## config.mk

```make
export PLATFORM = sky130hd
export DESIGN_NAME = ddr2_init_sequencer
export DESIGN_NICKNAME = d
export VERILOG_FILES = /design/src/rtl/ddr2_init_pkg.sv /design/src/rtl/ddr2_init_timer.sv /design/src/rtl/ddr2_init_sequencer.sv
export SDC_FILE = /design/constraint.sdc
export NUM_CORES = 1
export LEC_CHECK = 0
export CAP_MARGIN = 10
export CORE_MARGIN = 1
export CORE_UTILIZATION = 50
export DETAILED_ROUTE_END_ITERATION = 8
export PLACE_DENSITY = 0.76
export SYNTH_ARGS = -nofsm -noshare
export SYNTH_HDL_FRONTEND = slang
export SYNTH_SLANG_ARGS = --single-unit
```

## constraint.sdc

```tcl
create_clock -name clk -period 3.6 [get_ports clk]
set_clock_uncertainty 0.05 [all_clocks]
set_input_delay 0.9 -clock clk [delete_from_list [all_inputs] [get_ports clk]]
set_output_delay 0.9 -clock clk [all_outputs]
set_load 0.01 [all_outputs]
```

## src/rtl/ddr2_init_pkg.sv

```systemverilog
// Shared definitions for the DDR2 power-up / mode-register initialization sequencer.
package ddr2_init_pkg;

    // Command encodings as {ras_n, cas_n, we_n}; chip select is implicitly asserted.
    localparam logic [2:0] CMD_NOP = 3'b111;
    localparam logic [2:0] CMD_PRE = 3'b010;
    localparam logic [2:0] CMD_REF = 3'b001;
    localparam logic [2:0] CMD_MRS = 3'b000;

    // Eleven ROM steps (0..10); init_step reads 11 once the sequence is complete.
    localparam int         NUM_STEPS = 11;
    localparam logic [3:0] LAST_STEP = 4'(NUM_STEPS - 1);
    localparam logic [3:0] DONE_STEP = 4'(NUM_STEPS);

    // Mode-register bit masks.
    localparam int unsigned MR_DLL_RESET   = 32'h100;
    localparam int unsigned MR_OCD_DEFAULT = 32'h380;
    localparam int unsigned MR_A10         = 32'h400;

    typedef enum logic [2:0] {
        ST_RST_WAIT,
        ST_CKE_WAIT,
        ST_ISSUE,
        ST_GAP,
        ST_DONE
    } state_t;

    function automatic int max2(input int a, input int b);
        return (a > b) ? a : b;
    endfunction

endpackage

```

## src/rtl/ddr2_init_timer.sv

```systemverilog
// Loadable down-counter shared by every wait of the init sequence.
// It stops at zero, so a stale count never wraps into a bogus long wait.
module ddr2_init_timer #(
    parameter int WIDTH = 15
) (
    input  logic             clk,
    input  logic             load,
    input  logic [WIDTH-1:0] load_value,
    output logic [WIDTH-1:0] value,
    output logic             expired
);

    // Load a new wait, otherwise count down and hold at zero.
    // NOTE: no reset here on purpose; the owner asserts load while in reset,
    // so the count is always defined before anyone looks at it.
    always_ff @(posedge clk) begin
        if (load) begin
            value <= load_value;
        end else if (value != '0) begin
            value <= value - 1'b1;
        end
    end

    assign expired = (value == '0);

endmodule

```

## src/rtl/ddr2_init_sequencer.sv

```systemverilog
// DDR2 JEDEC power-up and mode-register initialization sequencer.
// Holds CKE low, raises it, then walks an 11-step command ROM with a
// valid/ready handshake, spacing commands by each step's gap.
module ddr2_init_sequencer
    import ddr2_init_pkg::*;
#(
    parameter int                  ROW_WIDTH  = 14,
    parameter int                  T_INIT     = 26600,
    parameter int                  T_CKE      = 54,
    parameter int                  T_RP       = 2,
    parameter int                  T_MRD      = 2,
    parameter int                  T_RFC      = 17,
    parameter int                  T_DLL      = 100,
    parameter logic [ROW_WIDTH-1:0] MR_VALUE   = 14'h0652,
    parameter logic [ROW_WIDTH-1:0] EMR1_VALUE = 14'h0004
) (
    input  logic                 clk,
    input  logic                 reset_n,
    output logic                 cmd_valid,
    input  logic                 cmd_ready,
    output logic                 cmd_ras_n,
    output logic                 cmd_cas_n,
    output logic                 cmd_we_n,
    output logic [2:0]           cmd_ba,
    output logic [ROW_WIDTH-1:0] cmd_addr,
    output logic                 ddr_cke,
    output logic                 init_done,
    output logic [3:0]           init_step
);

    // Counter is sized for the longest wait; T_INIT dominates in any real configuration.
    localparam int MAX_WAIT = max2(max2(max2(T_INIT, T_CKE), max2(T_RP, T_MRD)), max2(T_RFC, T_DLL));
    localparam int CNT_W    = $clog2(MAX_WAIT + 1);

    state_t                 state_q, state_d;
    logic [3:0]             step_q, step_d;
    logic                   tmr_load;
    logic [CNT_W-1:0]       tmr_load_value;
    logic [CNT_W-1:0]       tmr_value_unused;   // remaining count; only expiry matters here
    logic                   tmr_expired;

    logic [2:0]             rom_cmd;
    logic [2:0]             rom_ba;
    logic [ROW_WIDTH-1:0]   rom_addr;
    logic [31:0]            rom_gap;

    ddr2_init_timer #(.WIDTH(CNT_W)) u_timer (
        .clk        (clk),
        .load       (tmr_load),
        .load_value (tmr_load_value),
        .value      (tmr_value_unused),
        .expired    (tmr_expired)
    );

    // Step ROM: command, bank, address and post-command gap for the current step.
    always_comb begin
        rom_cmd  = CMD_NOP;
        rom_ba   = 3'd0;
        rom_addr = '0;
        rom_gap  = 32'd1;
        case (step_q)
            4'd0:  begin rom_cmd = CMD_PRE; rom_addr = ROW_WIDTH'(MR_A10);                       rom_gap = T_RP;  end
            4'd1:  begin rom_cmd = CMD_MRS; rom_ba = 3'd2;                                       rom_gap = T_MRD; end
            4'd2:  begin rom_cmd = CMD_MRS; rom_ba = 3'd3;                                       rom_gap = T_MRD; end
            4'd3:  begin rom_cmd = CMD_MRS; rom_ba = 3'd1; rom_addr = EMR1_VALUE;                rom_gap = T_MRD; end
            4'd4:  begin rom_cmd = CMD_MRS; rom_addr = MR_VALUE | ROW_WIDTH'(MR_DLL_RESET);      rom_gap = T_MRD; end
            4'd5:  begin rom_cmd = CMD_PRE; rom_addr = ROW_WIDTH'(MR_A10);                       rom_gap = T_RP;  end
            4'd6:  begin rom_cmd = CMD_REF;                                                      rom_gap = T_RFC; end
            4'd7:  begin rom_cmd = CMD_REF;                                                      rom_gap = T_RFC; end
            4'd8:  begin rom_cmd = CMD_MRS; rom_addr = MR_VALUE;                                 rom_gap = T_DLL; end
            4'd9:  begin rom_cmd = CMD_MRS; rom_ba = 3'd1; rom_addr = EMR1_VALUE | ROW_WIDTH'(MR_OCD_DEFAULT); rom_gap = T_MRD; end
            4'd10: begin rom_cmd = CMD_MRS; rom_ba = 3'd1; rom_addr = EMR1_VALUE;                rom_gap = T_MRD; end
            default: ;
        endcase
    end

    // State and step registers with synchronous reset.
    // NOTE: sequential state uses non-blocking assignments so every register
    // samples the pre-edge values regardless of statement order.
    always_ff @(posedge clk) begin
        if (!reset_n) begin
            state_q <= ST_RST_WAIT;
            step_q  <= 4'd0;
        end else begin
            state_q <= state_d;
            step_q  <= step_d;
        end
    end

    // Next-state logic and timer loads. The ISSUE cycle itself counts as the
    // first gap cycle, so GAP lasts gap-1 cycles and a gap of 1 skips GAP.
    // NOTE: every output of this block gets a default first, so no path leaves
    // a signal unassigned and no latch is inferred.
    always_comb begin
        state_d        = state_q;
        step_d         = step_q;
        tmr_load       = 1'b0;
        tmr_load_value = '0;
        case (state_q)
            ST_RST_WAIT: begin
                if (tmr_expired) begin
                    state_d        = ST_CKE_WAIT;
                    tmr_load       = 1'b1;
                    tmr_load_value = CNT_W'(T_CKE - 1);
                end
            end
            ST_CKE_WAIT: begin
                if (tmr_expired) begin
                    state_d = ST_ISSUE;
                    step_d  = 4'd0;
                end
            end
            ST_ISSUE: begin
                if (cmd_ready) begin
                    if (rom_gap > 32'd1) begin
                        state_d        = ST_GAP;
                        tmr_load       = 1'b1;
                        tmr_load_value = CNT_W'(rom_gap - 32'd2);
                    end else if (step_q == LAST_STEP) begin
                        state_d = ST_DONE;
                        step_d  = DONE_STEP;
                    end else begin
                        step_d = step_q + 4'd1;
                    end
                end
            end
            ST_GAP: begin
                if (tmr_expired) begin
                    if (step_q == LAST_STEP) begin
                        state_d = ST_DONE;
                        step_d  = DONE_STEP;
                    end else begin
                        state_d = ST_ISSUE;
                        step_d  = step_q + 4'd1;
                    end
                end
            end
            ST_DONE: ;
            default: state_d = ST_RST_WAIT;
        endcase
        // Reset arms the CKE-low hold so it runs from the first cycle out of reset.
        if (!reset_n) begin
            tmr_load       = 1'b1;
            tmr_load_value = CNT_W'(T_INIT);
        end
    end

    // Outputs decode from registered state: the command is only shown in ISSUE.
    always_comb begin
        cmd_valid                          = 1'b0;
        {cmd_ras_n, cmd_cas_n, cmd_we_n}   = CMD_NOP;
        cmd_ba                             = 3'd0;
        cmd_addr                           = '0;
        if (state_q == ST_ISSUE) begin
            cmd_valid                        = 1'b1;
            {cmd_ras_n, cmd_cas_n, cmd_we_n} = rom_cmd;
            cmd_ba                           = rom_ba;
            cmd_addr                         = rom_addr;
        end
    end

    assign ddr_cke   = (state_q != ST_RST_WAIT);
    assign init_done = (state_q == ST_DONE);
    assign init_step = step_q;

endmodule

```

==> results.ini <==
[outcome]
status = finished, final reports clean

[detailed_routing]
vias = 1532
routed_via_density = 5.65
routedWlPerCell_um = 13.6
drtAntennaViolNets = 0
drt_iter0_drc = 102
firstDrtPassIters = 4
drcViolationCount = 0
wirelength_um = 3700

[timing]
max_freq_mhz = 297
min_period_ns = 3.36
fin_tns_setup_ns = 0
maxSlewHeadroom_pct = 57.2
hold_viol_final = 0
setup_viol = 0
rsz0062_at_grt = no
period_share_pct = 93.4
drv_slew = 0
hold_ws_ns = 0.498
worst_slew_pin_slew_ns = 0.641

[yosys]
synth_compound_area_share_pct = 19.9
yosys.area_share.xor_xnor_pct = 5.38
synthSimpleGateAreaFrac_pct = 27.5
synth_area_sq_mm = 0.00179
synth_top_family_by_area = simple AND/OR/NAND/NOR gates
synth-edff-count = 15
yosysUniqueCellTypes = 54
synth-warning-count = 0
synth_top_area_share_pct = 25.2
synth_cells = 208
synth.mux.area_fraction_pct = 1.12
seq_area_frac_synth_pct = 33.0
synth_ff_type = edfxtp_1
synth-adder-area-share_pct = 5.59
async_flop_share_pct = 0
avgSynthCellArea_sq_um = 8.61
ys_ff_latch = 22
yosys.area.top_type = edfxtp_1
yosys-top-cells-area = edfxtp_1 (25%), dfxtp_1 (7.8%), ha_1 (5.6%)

[setup_path]
worstPathMaxFanout = 7
criticalPathCategory = register to primary output
critPathCaptureType = primary output
cp-start-kind = register
arrival_ns = 2.41
worstPathRequired_ns = 2.65
r2r_cells = 11

[power]
switching_power_mw = 0.116
internal_power_mw = 0.360
power_density_mw_per_mm2 = 233
leakagePower_nw = 0.693
power.total_mw = 0.476
p_seq_share_pct = 61.3
vdd_ir_drop_max_mv = 0.200
p_clk_share_pct = 29.2
p_comb_share_pct = 9.5
p_sw_share_pct = 24.3

[clock_network]
cts_buffers = 3
post_cts_buffers = 0
tritoncts = built
clockRootBuffer = clkbuf_4
cts_hold_buf = 0
clockBufferDepth = 2
clk_latency_ns = 0.32
cts_max_level = 1
cts_resized = 0
clk_pin_slew_ns = 0.12
clock-sinks = 22

[floorplanning]
die_area_sq_mm = 0.00382
core_area_sq_mm = 0.00339
rows = 21
ios = 30
fp.dieH_um = 61.8
die-width_um = 61.8
start_util_pct = 52.8

[worst_hold_path]
hp-class = register to register
hold_depth = 2

[cells_and_area]
postLayoutCoreUtil_pct = 60.2
layout_common_cells = nor2_1 (24), clkdlybuf4s50_1 (22), nand2_1 (15), edfxtp_1 (15), o21ai_0 (13)
regArea_sq_um = 591
fillers = 302
nets = 237
multiInputGateArea_sq_mm = 0.00109
area_growth_pct = 14.0
drive_above_1_share_pct = 6.22
layout_commonest_cell = nor2_1
diodes = 0

[global_routing]
grt_max_degree = 20
grt_use_total_pct = 20.6
grt_pass1_wl_um = 5880
overflow = 0
grt_pass1_vias = 1254
antenna_found_initial = 0

[placement]
port_buffers = 22
dp_hpwl_um = 2810
gp_congestion = 0.815

[flow_run]
maxCapViolations = 0

-- power groups by stage --
| stage | Sequential [mW] | Combinational, mW | Clock (mW) |
|---|---|---|---|
| after floorplan | 0.295 | 0.0401 | 0 |
| after global placement | 0.297 | 0.0440 | 0 |
| after detailed placement | 0.298 | 0.0444 | 0 |
| after CTS | 0.292 | 0.0449 | 0.145 |
| after global routing | 0.294 | 0.0515 | 0.151 |
| final | 0.292 | 0.0452 | 0.139 |
-- worst paths after layout --
kind | end | slack (ns) | from
max | cmd_we_n | 0.24 | init_step[0]
max reg2reg | init_step[3] | 0.71 | init_step[0]
min | init_step[1] | 0.50 | init_step[1]
min reg2reg | init_step[1] | 0.50 | init_step[1]
-- critical path: stages, from the launching register on --
cell,delay (ns)
dfxtp_1,0.47
inv_1,0.10
ha_1,0.28
nor2_1,0.24
o21ai_0,0.17
nand2_1,0.09
a21o_1,0.12
nand2b_1,0.10
clkdlybuf4s50_1,0.54
-- per-layer routing --
metal  vias to the layer above  share of wire [%]  GRT usage [%]  wire length [um]
met5                         -                  0              0                 0
met4                         0               0.78           3.81                29
met3                         4                4.4           3.73               163
met2                        45                 43           30.3              1600
met1                       697                 51           31.4              1900
li1                        786                  -              -                 -
-- metrics by stage --
| step | worst slack (ns) | instance area (sq um) | std cells |
|---|---|---|---|
| 2_1_floorplan | 0.787 | 1810 | 214 |
| 3_3_place_gp | 0.696 | 2000 | 267 |
| 3_5_place_dp | 0.588 | 2000 | 267 |
| 4_1_cts | 0.227 | 2040 | 271 |
| 5_1_grt | 0.0725 | 2040 | 271 |
| 6_report | 0.238 | 2040 | 271 |
-- cell families (layout without fill, tap and decap cells) --
| kind of cell | Yosys count | in the layout |
|---|---|---|
| mux | 2 | 2 |
| buf+inv | 25 | 36 |
| fa+ha+maj | 8 | 8 |
| xor+xnor | 11 | 11 |
| simple gates | 86 | 86 |
| other cells | 1 | 7 |
| flops | 22 | 22 |
| compound gates | 53 | 53 |
-- cell usage after synthesis, types with 4 or more instances --
cell / number
edfxtp_1: 15
inv_1: 8
nor2_1: 24
nand4_1: 5
nor2b_1: 5
dfxtp_1: 7
nand2_1: 15
nor3_1: 5
nand2b_1: 4
nand3_1: 6
o21ai_0: 13
xor2_1: 9
buf_4: 9
clkbuf_1: 5
a21oi_1: 11
ha_1: 8
a211oi_1: 6
-- state kept, by name, indices dropped and copies added (netlist names) --
name / count
u_timer.value: 15
state_q: 3
init_step: 4
-- layout make-up --
cell class,instances,share of cell area (%)
Multi-Input combinational cell,167,53.5
Timing Repair Buffer,24,11.5
Clock buffer,4,1.78
Inverter,8,1.47
Tap cell,46,2.82
Sequential cell,22,28.9
Power figures use the tool's default switching activity.
